[src/rtl/obi_mem_arbiter_pkg.sv]
// obi_arb_pkg: shared types and constants for the fetch/data memory arbiter
package obi_arb_pkg;

    typedef enum logic [1:0] {
        ARB,
        HOLD_I,
        HOLD_D
    } arb_state_e;

    typedef enum logic {
        MST_INSTR = 1'b0,
        MST_DATA  = 1'b1
    } mst_id_e;

    // Wide enough for data widths up to 512 bits; users slice the low bits.
    localparam logic [63:0] BE_ALL = '1;

endpackage

[src/rtl/obi_mem_arbiter_id_fifo.sv]
// id_fifo: small FIFO remembering which master owns each outstanding transaction
module id_fifo #(
    parameter int WIDTH = 1,
    parameter int DEPTH = 2
) (
    input  logic                         clk_i,
    input  logic                         rst_ni,
    input  logic                         push,
    input  logic                         pop,
    input  logic [WIDTH-1:0]             wdata,
    output logic [WIDTH-1:0]             rdata,
    output logic                         full,
    output logic                         empty,
    output logic [$clog2(DEPTH+1)-1:0]   count
);

    localparam int CW = $clog2(DEPTH + 1);
    localparam int AW = (DEPTH > 1) ? $clog2(DEPTH) : 1;

    logic [WIDTH-1:0] mem [DEPTH];
    logic [AW-1:0]    wptr;
    logic [AW-1:0]    rptr;
    logic             do_push;
    logic             do_pop;

    assign full    = count == CW'(DEPTH);
    assign empty   = count == '0;
    assign do_push = push & ~full;
    assign do_pop  = pop & ~empty;
    assign rdata   = mem[rptr];

    // Storage needs no reset: entries are only read after being written.
    always_ff @(posedge clk_i) begin
        if (do_push) mem[wptr] <= wdata;
    end

    // Pointers wrap explicitly so any depth works; count tracks occupancy.
    always_ff @(posedge clk_i or negedge rst_ni) begin
        if (!rst_ni) begin
            wptr  <= '0;
            rptr  <= '0;
            count <= '0;
        end else begin
            if (do_push) wptr <= (wptr == AW'(DEPTH - 1)) ? '0 : wptr + 1'b1;
            if (do_pop) rptr <= (rptr == AW'(DEPTH - 1)) ? '0 : rptr + 1'b1;
            count <= count + CW'(do_push) - CW'(do_pop);
        end
    end

endmodule

[src/rtl/obi_mem_arbiter.sv]
// obi_mem_arbiter: round-robin sharing of one memory port between fetch and data masters
module obi_mem_arbiter
    import obi_arb_pkg::*;
#(
    parameter int ADDR_WIDTH      = 32,
    parameter int DATA_WIDTH      = 32,
    parameter int MAX_OUTSTANDING = 2
) (
    input  logic                    clk_i,
    input  logic                    rst_ni,
    input  logic                    instr_req_i,
    input  logic [ADDR_WIDTH-1:0]   instr_addr_i,
    output logic                    instr_gnt_o,
    output logic                    instr_rvalid_o,
    output logic [DATA_WIDTH-1:0]   instr_rdata_o,
    input  logic                    data_req_i,
    input  logic                    data_we_i,
    input  logic [DATA_WIDTH/8-1:0] data_be_i,
    input  logic [ADDR_WIDTH-1:0]   data_addr_i,
    input  logic [DATA_WIDTH-1:0]   data_wdata_i,
    output logic                    data_gnt_o,
    output logic                    data_rvalid_o,
    output logic [DATA_WIDTH-1:0]   data_rdata_o,
    output logic                    mem_req_o,
    output logic                    mem_we_o,
    output logic [DATA_WIDTH/8-1:0] mem_be_o,
    output logic [ADDR_WIDTH-1:0]   mem_addr_o,
    output logic [DATA_WIDTH-1:0]   mem_wdata_o,
    input  logic                    mem_gnt_i,
    input  logic                    mem_rvalid_i,
    input  logic [DATA_WIDTH-1:0]   mem_rdata_i,
    output logic                    busy_o,
    output logic                    err_o
);

    localparam int BW = DATA_WIDTH / 8;
    localparam int CW = $clog2(MAX_OUTSTANDING + 1);

    arb_state_e    state;
    mst_id_e       rr_ptr;
    mst_id_e       sel;
    mst_id_e       head;
    logic          req_any;
    logic          is_data;
    logic          push;
    logic          pop;
    logic          full;
    logic          empty;
    logic          head_bit;
    logic [CW-1:0] count;

    // Winner: locked master while holding, otherwise round-robin among requesters.
    always_comb begin
        sel     = (state == HOLD_I) ? MST_INSTR :
                  (state == HOLD_D) ? MST_DATA :
                  (instr_req_i && data_req_i) ? rr_ptr :
                  data_req_i ? MST_DATA : MST_INSTR;
        req_any = (state == HOLD_I) ? instr_req_i :
                  (state == HOLD_D) ? data_req_i :
                  (instr_req_i | data_req_i);
    end

    assign is_data    = sel == MST_DATA;
    assign mem_req_o  = req_any & ~full;
    assign push       = mem_req_o & mem_gnt_i;
    assign pop        = mem_rvalid_i & ~empty;
    assign head       = mst_id_e'(head_bit);

    assign instr_gnt_o = push & ~is_data;
    assign data_gnt_o  = push & is_data;

    // Payload is zeroed when idle so an unused port shows no stray activity.
    assign mem_we_o    = mem_req_o & is_data & data_we_i;
    assign mem_be_o    = !mem_req_o ? '0 : is_data ? data_be_i : BE_ALL[BW-1:0];
    assign mem_addr_o  = !mem_req_o ? '0 : is_data ? data_addr_i : instr_addr_i;
    assign mem_wdata_o = (mem_req_o && is_data) ? data_wdata_i : '0;

    assign instr_rvalid_o = pop & (head == MST_INSTR);
    assign data_rvalid_o  = pop & (head == MST_DATA);
    assign instr_rdata_o  = mem_rdata_i;
    assign data_rdata_o   = mem_rdata_i;
    assign busy_o         = count != '0;

    id_fifo #(
        .WIDTH (1),
        .DEPTH (MAX_OUTSTANDING)
    ) u_id_fifo (
        .clk_i  (clk_i),
        .rst_ni (rst_ni),
        .push   (push),
        .pop    (pop),
        .wdata  (is_data),
        .rdata  (head_bit),
        .full   (full),
        .empty  (empty),
        .count  (count)
    );

    // Lock onto a stalled winner, release and rotate priority on handshake, flag orphan responses.
    always_ff @(posedge clk_i or negedge rst_ni) begin
        if (!rst_ni) begin
            state  <= ARB;
            rr_ptr <= MST_INSTR;
            err_o  <= 1'b0;
        end else begin
            if (push) begin
                state  <= ARB;
                rr_ptr <= is_data ? MST_INSTR : MST_DATA;
            end else if (mem_req_o && state == ARB) begin
                state <= is_data ? HOLD_D : HOLD_I;
            end
            if (mem_rvalid_i && empty) err_o <= 1'b1;
        end
    end

endmodule

[config.mk]
export PLATFORM = sky130hd
export DESIGN_NAME = obi_mem_arbiter
export DESIGN_NICKNAME = d
export VERILOG_FILES = /design/src/rtl/obi_mem_arbiter_pkg.sv /design/src/rtl/obi_mem_arbiter_id_fifo.sv /design/src/rtl/obi_mem_arbiter.sv
export SDC_FILE = /design/constraint.sdc
export NUM_CORES = 1
export LEC_CHECK = 0
export ABC_CLOCK_PERIOD_IN_PS = 1560
export BUFFER_PORTS_ARGS = -buffer_cell sky130_fd_sc_hd__buf_2
export CORE_AREA = 2 2 108 110
export DETAILED_ROUTE_END_ITERATION = 8
export DIE_AREA = 0 0 110 112
export GPL_TIMING_DRIVEN = 0
export PLACE_DENSITY_LB_ADDON = 0.15
export SLEW_MARGIN = 20
export SYNTH_ARGS = -nofsm -noshare
export SYNTH_HDL_FRONTEND = slang
export SYNTH_SLANG_ARGS = --single-unit
[constraint.sdc]
create_clock -name clk_i -period 1.56 [get_ports clk_i]
set_clock_uncertainty 0.1 [all_clocks]
set_input_delay 0.078 -clock clk_i [delete_from_list [all_inputs] [get_ports clk_i]]
set_output_delay 0.078 -clock clk_i [all_outputs]
set_load 0.03 [all_outputs]
==> run summary, run 1 <==
H-Tree Depth: 1
register clock-pin slew on the reported worst setup and hold paths: 0.04 ns
number of port buffers: 246
Critical-path top delay cell: sky130_fd_sc_hd__dfrtp_1
total routing usage reported by global routing: 0.124
required time reported for the critical path endpoint: 1.38 ns
Arr. time, crit path: 1.89 ns
antenna viol nets, final: 0
Routed WL: 8.35 mm
synthesized instance count: 273
die height: 112 um
CP endpoint kind: output pin
layout cells sized above 1: 0.831
DR vias/cell: 4.00
count of state elements after synthesis: 10
post-layout min period: 2.07 ns
Std-Cell Core Area: 11,200 um^2
effective utilization at floorplan: 0.159
Primary FF master, synth: sky130_fd_sc_hd__dfrtp_1
post-layout instance area: 4570 um^2
number of hold violations in the final report: 0
number of cell rows: 39
maximum clock path buffer count: 2
part of the cycle the worst path needs: 1.33
proportion of synthesized chip area in sequential cells: 0.147
result of the run: complete, but fails checks
remaining routing DRC violations: 0
Critical Path Fanout Max: 10
vias in the first global route: 2,722
areal power density over the cells: 1980 nW/um^2
Area after DPL: 3600 um^2
failing checks: setup timing
compound-cell area share of the yosys netlist: 0.128
Finished Core Util: 0.409
crit-path max cell delay: 0.40 ns
static power due to leakage: 2.35 nW
count of flip-flops with a built-in enable after synthesis: 2
final slew viol count: 0
total setup violations reported at the end of the flow: 76
share of flip-flops with an asynchronous set or reset: 0.800
adder and majority gate portion of the synthesized area: 0.00706
layout-stage area growth over the synthesis result: 158%
initial antenna violation count: 0
mean routed wirelength per cell: 12.2 um
clock tree from TritonCTS: yes
class of the most critical setup path: reg2out
critical path cell sequence: nand2b_4 > a21oi_4 > or3_4 > buf_12 > clkinv_8 > buf_8 > and3_2 > buf_6
multiplexer area fraction after synthesis: 0.0120
total I/O pin count: 279
Yosys warning count: 0
horizontal die dimension: 110 um
sort of element at the start of the critical path: register
DRT Pass-1 Iters: 4
worst IR drop on VDD: 0.000767 V
Post-Syn Area: 1770 um^2
Mapped Nets: 413
number of CTS-inserted buffers: 3
largest family of logic cells by synthesized area: buffers and inverters
fraction of synthesized cell area in xor and xnor cells: 0.0247
clock latency of the later-clocked register in the worst-skew pair: 0.23 ns
first-iteration detailed-routing DRC count: 44
Tightest Pin Transition: 0.196 ns
CTS sink count: 10
worst max-slew margin expressed relative to the limit: 0.865
type of the tightest min-delay check: in2async
minimum setup slack in the final design: -0.508 ns
maximum number of pins on one net before global-route repair: 12
Avg Synthesized Cell Area: 6.49 um^2
half-perimeter wire length after detailed placement: 6.90 mm
vias after detailed routing: 2,750
Cell variety after synth: 31
die footprint: 12,300 um^2
Final GP Congestion: 0.730
Simple-Gate Fraction of Synth Area: 0.328
family of cells with the greatest summed delay on the critical path: simple AND/OR/NAND/NOR gates
number of buffers and inverters on the critical path: 4
wire length of the first global-routing pass: 12.5 mm
number of antenna diodes: 0
Max Freq: 484 MHz
Clock Tree Root: sky130_fd_sc_hd__clkbuf_16
post-layout net count: 685
leftover overflow at the end of global routing: 0
max-capacitance violation count: 0
setup repair after global routing missed its margin: true
-- what timing repair did --
action | 4_1_cts | 5_1_grt
pin swaps | 6 | 8
hold endpoints to repair | 10 | 0
buffers inserted | 10 | 5
gates cloned | 3 | 1
hold buffers | 3 | 0
setup endpoints to repair | 78 | 76
gates resized for setup | 175 | 45
-- per-stage QoR --
step / total power (W) / setup TNS (ns) / setup slack, ns / instances / hold WS, ns
floorplan: 0.00510 / -10.75 / -0.195 / 273 / -0.318
global placement: 0.00652 / -29.44 / -0.489 / 662 / -0.164
detailed placement: 0.00657 / -32.52 / -0.536 / 662 / -0.164
CTS: 0.00865 / -34.58 / -0.513 / 682 / 0.130
global route: 0.00962 / -39.22 / -0.585 / 687 / 0.161
finish: 0.00907 / -33.02 / -0.508 / 687 / 0.117
-- sequential cells by signal, indices dropped and copies added (netlist names) --
name             cells
state                2
u_id_fifo.count      2
rr_ptr               1
u_id_fifo.wptr       1
err_o                1
u_id_fifo.rptr       1
u_id_fifo.mem        2
-- cell families after synthesis --
family                   after synthesis
AO/OA/AOI/OAI                         41
AND/OR/NAND/NOR                      125
buffers and inverters                 89
flip-flops                            10
XOR/XNOR                               5
multiplexers                           2
adder cells (fa/ha/maj)                1
-- routing by layer --
layer | wire length, um | vias up | part of all wire | global-route usage
met3 | 834 | 2 | 0.10 | 0.0269
met1 | 2780 | 1240 | 0.33 | 0.130
met2 | 4730 | 136 | 0.57 | 0.252
met4 | 8 | 0 | 0.00096 | 0.00759
met5 | 0 | - | 0 | 0
li1 | - | 1372 | - | -
-- Yosys cell counts (2+ instances only) --
cell	number	area (um^2)
sky130_fd_sc_hd__nor3_1	3	15.0
sky130_fd_sc_hd__nand2b_1	2	12.5
sky130_fd_sc_hd__clkbuf_1	3	11.3
sky130_fd_sc_hd__edfxtp_1	2	60.1
sky130_fd_sc_hd__buf_4	65	488
sky130_fd_sc_hd__xnor2_1	4	35.0
sky130_fd_sc_hd__buf_6	4	45.0
sky130_fd_sc_hd__nor2b_1	3	18.8
sky130_fd_sc_hd__and3_1	35	219
sky130_fd_sc_hd__buf_2	10	50.1
sky130_fd_sc_hd__o21ai_0	2	10.0
sky130_fd_sc_hd__dfrtp_1	8	200
sky130_fd_sc_hd__a21oi_1	33	165
sky130_fd_sc_hd__nor2_1	13	48.8
sky130_fd_sc_hd__inv_1	5	18.8
sky130_fd_sc_hd__nand2_1	66	248
-- path summary, 6_finish.rpt --
kind | startpoint | end | slack, ns | cells after the start
worst max-delay path | state[0] | mem_wdata_o[14] | -0.51 | 8
worst min-delay path | rst_ni | u_id_fifo.rptr | 0.12 | 2
worst min register to register | err_o | err_o | 0.35 | 1
worst max register to register | state[1] | rr_ptr | -0.05 | 5
max in group asynchronous | rst_ni | state[1] | 1.06 | 2
min in group clk_i | instr_req_i | state[0] | 0.16 | 3
-- final cells by class --
type | instances | area (um^2)
plain buffers | 81 | 686
multi-input cells | 174 | 1450
fillers | 1157 | 6610
flip-flops and latches | 10 | 262
clock buffers | 4 | 78.8
well taps | 143 | 179
repair buffers | 267 | 1860
inverters | 7 | 38.8
repair inverters | 1 | 8.76
-- report_power, final --
group / internal (W) / total [W] / switching [W] / leakage [nW]
sequential: 0.000394 / 0.000504 / 0.000110 / 0.109
combinational: 0.00361 / 0.00811 / 0.00450 / 2.21
clock: 0.000341 / 0.000451 / 0.000110 / 0.0382
-- layout by cell type, fill, tap and decap left out, drive strengths merged --
cell type	count
nor2b	3
o31a	1
o21ai	2
nand2b	2
or3	1
nor2	13
buf	343
and3	35
mux2i	1
inv	6
dlygate4sd3	3
a21o	1
edfxtp	2
nor3	3
o41a	1
xnor2	4
a21oi	34
dfrtp	8
mux2	1
a41oi	1
ha	1
o211ai	1
nand2	66
or2b	1
clkbuf	6
xor2	1
and2	1
clkinv	2
(Power assumes the default switching activity.)
==> run 2, diff against run 1 <==
--- a/config.mk
+++ b/config.mk
@@ -11,7 +11,7 @@
 export DETAILED_ROUTE_END_ITERATION = 8
 export DIE_AREA = 0 0 110 112
 export GPL_TIMING_DRIVEN = 0
-export PLACE_DENSITY_LB_ADDON = 0.15
+export REMOVE_ABC_BUFFERS = 1
 export SLEW_MARGIN = 20
 export SYNTH_ARGS = -nofsm -noshare
 export SYNTH_HDL_FRONTEND = slang
==> run 2 against run 1 <==
The flow still finishes with violations (setup timing). Register-to-register slack got worse by 0.12 ns. Core utilization fell by 13 points. Combinational power fell by 22%. Cell count fell by 21%. Critical path depth fell by 2. Setup slack improved by 0.0082 ns. Maximum frequency rose by 0.40%. Die area did not move. Count of clock-buffer cells in the layout fell by 1. Critical path type unchanged. Critical endpoint is now mem_addr_o[23]. Largest power group unchanged. Highest routed layer is now met5.
==> run summary, run 2 (synthesized netlist as in run 1, its figures left out) <==
die footprint: 12,300 um^2
clock tree from TritonCTS: yes
DR vias/cell: 4.16
worst max-slew margin expressed relative to the limit: 0.764
Internal Power: 0.00320 W
Max Freq: 486 MHz
number of antenna diodes: 0
number of buffers and inverters on the critical path: 2
part of the cycle the worst path needs: 1.32
wire length of the first global-routing pass: 13.0 mm
maximum clock path buffer count: 2
number of cell rows: 39
effective utilization at floorplan: 0.159
class of the most critical setup path: reg2out
net switching component of the power: 0.00408 W
post-route insts no fill: 542
Std-Cell Core Area: 11,200 um^2
Tightest Pin Transition: 0.352 ns
proportion of power drawn by the clock network: 0.065
max-capacitance violation count: 0
total I/O pin count: 279
required time reported for the critical path endpoint: 1.38 ns
combinational group share of total power: 0.865
sequential cell fraction of total power: 0.070
failing checks: setup timing
remaining routing DRC violations: 0
crit-path max cell delay: 0.43 ns
post-layout min period: 2.06 ns
worst hold-check slack: 0.0563 ns
layout-stage area growth over the synthesis result: 73.6%
total routing usage reported by global routing: 0.146
register clock-pin slew on the reported worst setup and hold paths: 0.04 ns
maximum number of pins on one net before global-route repair: 36
source of the worst hold timing path: mem_rdata_i[11]
Final GP Congestion: 0.927
setup repair after global routing missed its margin: true
antenna viol nets, final: 0
final slew viol count: 0
Clock Tree Root: sky130_fd_sc_hd__clkbuf_16
Hold EP: instr_rdata_o[11]
most common cell after layout, fill and taps aside: sky130_fd_sc_hd__buf_2
CTS sink count: 10
Routed WL: 10.2 mm
layout cells sized above 1: 0.619
worst reg2reg endpoint: rr_ptr
Critical-path top delay cell: sky130_fd_sc_hd__or3_4
leading cell types in the layout, fill and taps excluded: sky130_fd_sc_hd__buf_2 (109), sky130_fd_sc_hd__buf_4 (63), sky130_fd_sc_hd__nand2_1 (55), sky130_fd_sc_hd__and3_1 (33), sky130_fd_sc_hd__buf_6 (21)
result of the run: complete, but fails checks
Finished Core Util: 0.275
critical path cell sequence: or2b_1 > nor2_1 > or3_4 > buf_12 > a21oi_1 > buf_4
Hold Path Stages: 0
worst IR drop on VDD: 0.00104 V
largest registers: state: 2 flops, u_id_fifo.count: 2 flops, u_id_fifo.mem: 2 flops
net switching share of the total power: 0.560
r2r setup slk: -0.17 ns
total setup violations reported at the end of the flow: 76
die height: 112 um
family of cells with the greatest summed delay on the critical path: simple AND/OR/NAND/NOR gates
areal power density over the cells: 2370 nW/um^2
leftover overflow at the end of global routing: 0
number of fill cells: 1,214
beginning of the worst register-to-register path: state[0]
half-perimeter wire length after detailed placement: 7.40 mm
first-iteration detailed-routing DRC count: 65
number of hold violations in the final report: 0
vias after detailed routing: 2,257
type of the tightest min-delay check: in2out
static power due to leakage: 1.66 nW
number of CTS-inserted buffers: 3
vias in the first global route: 2,033
mean routed wirelength per cell: 18.9 um
DRT Pass-1 Iters: 4
H-Tree Depth: 1
cell count after placement: 518
post-layout net count: 540
Critical Path Fanout Max: 32
critical path depth in cells: 6
number of port buffers: 182
minimum setup slack in the final design: -0.500 ns
sort of element at the start of the critical path: register
horizontal die dimension: 110 um
CP endpoint kind: output pin
initial antenna violation count: 0
Arr. time, crit path: 1.88 ns
total power consumption of the routed design: 0.00729 W
Reg2Reg Depth: 5
clock latency of the later-clocked register in the worst-skew pair: 0.24 ns
-- run 2: cell types whose count changed in the layout (fill, tap and decap cells not counted), sizes merged --
| cell | before | now |
|---|---|---|
| buf | 343 | 196 |
| clkbuf | 6 | 4 |
| clkinv | 2 | 4 |
| inv | 6 | 8 |
-- run 2: worst max path at each step --
| stage | startpoint | to | slack (ns) |
|---|---|---|---|
| global route | state[0] | mem_addr_o[23] | -0.57 |
| CTS | state[0] | mem_addr_o[23] | -0.52 |
| global placement | state[0] | mem_addr_o[6] | -2.02 |
| floorplan | state[0] | instr_gnt_o | -1.26 |
| finish | state[0] | mem_addr_o[23] | -0.50 |
| detailed placement | state[0] | mem_addr_o[18] | -1.14 |
-- run 2: layout make-up --
type,count,area (um^2),share of cell area
clock inverters,1,3.75,0.00122
flip-flops and latches,10,262,0.0850
inverters,7,55.1,0.0179
repair inverters,4,71.3,0.0232
well taps,143,179,0.0581
multi-input cells,174,1060,0.345
clock buffers,3,75.1,0.0244
repair buffers,200,1370,0.445
-- run 2: metrics by stage --
step	area (um^2)	worst slack (ns)	setup TNS (ns)
floorplan	1180	-1.26	-65.73
global placement	2270	-2.02	-143.00
detailed placement	2310	-1.14	-71.94
CTS	2810	-0.518	-35.18
global route	3080	-0.568	-38.95
finish	3080	-0.500	-33.54
-- run 2: routing by layer --
metal	vias to the layer above	GRT usage	part of all wire
li1	1078	-	-
met1	1015	0.159	0.34
met2	156	0.218	0.45
met3	6	0.126	0.20
met4	2	0.0152	0.0024
met5	-	0.0546	0.0089
-- run 2: repair_timing --
| item | CTS | global route |
|---|---|---|
| setup endpoints to repair | 77 | 79 |
| setup buffers | 6 | 6 |
| endpoints found under the hold margin | 10 | 0 |
| gates cloned | 4 | 2 |
| hold buffers | 3 | 0 |
| gates resized for setup | 98 | 57 |
| pin swaps | 5 | 21 |
-- run 2: power by group through the flow --
| stage | clock [W] | sequential (W) | combinational (W) |
|---|---|---|---|
| 2_1_floorplan | 0 | 0.000468 | 0.00308 |
| 3_3_place_gp | 0 | 0.000494 | 0.00440 |
| 3_5_place_dp | 0 | 0.000496 | 0.00451 |
| 4_1_cts | 0.000478 | 0.000493 | 0.00575 |
| 5_1_grt | 0.000491 | 0.000524 | 0.00671 |
| 6_report | 0.000470 | 0.000512 | 0.00630 |
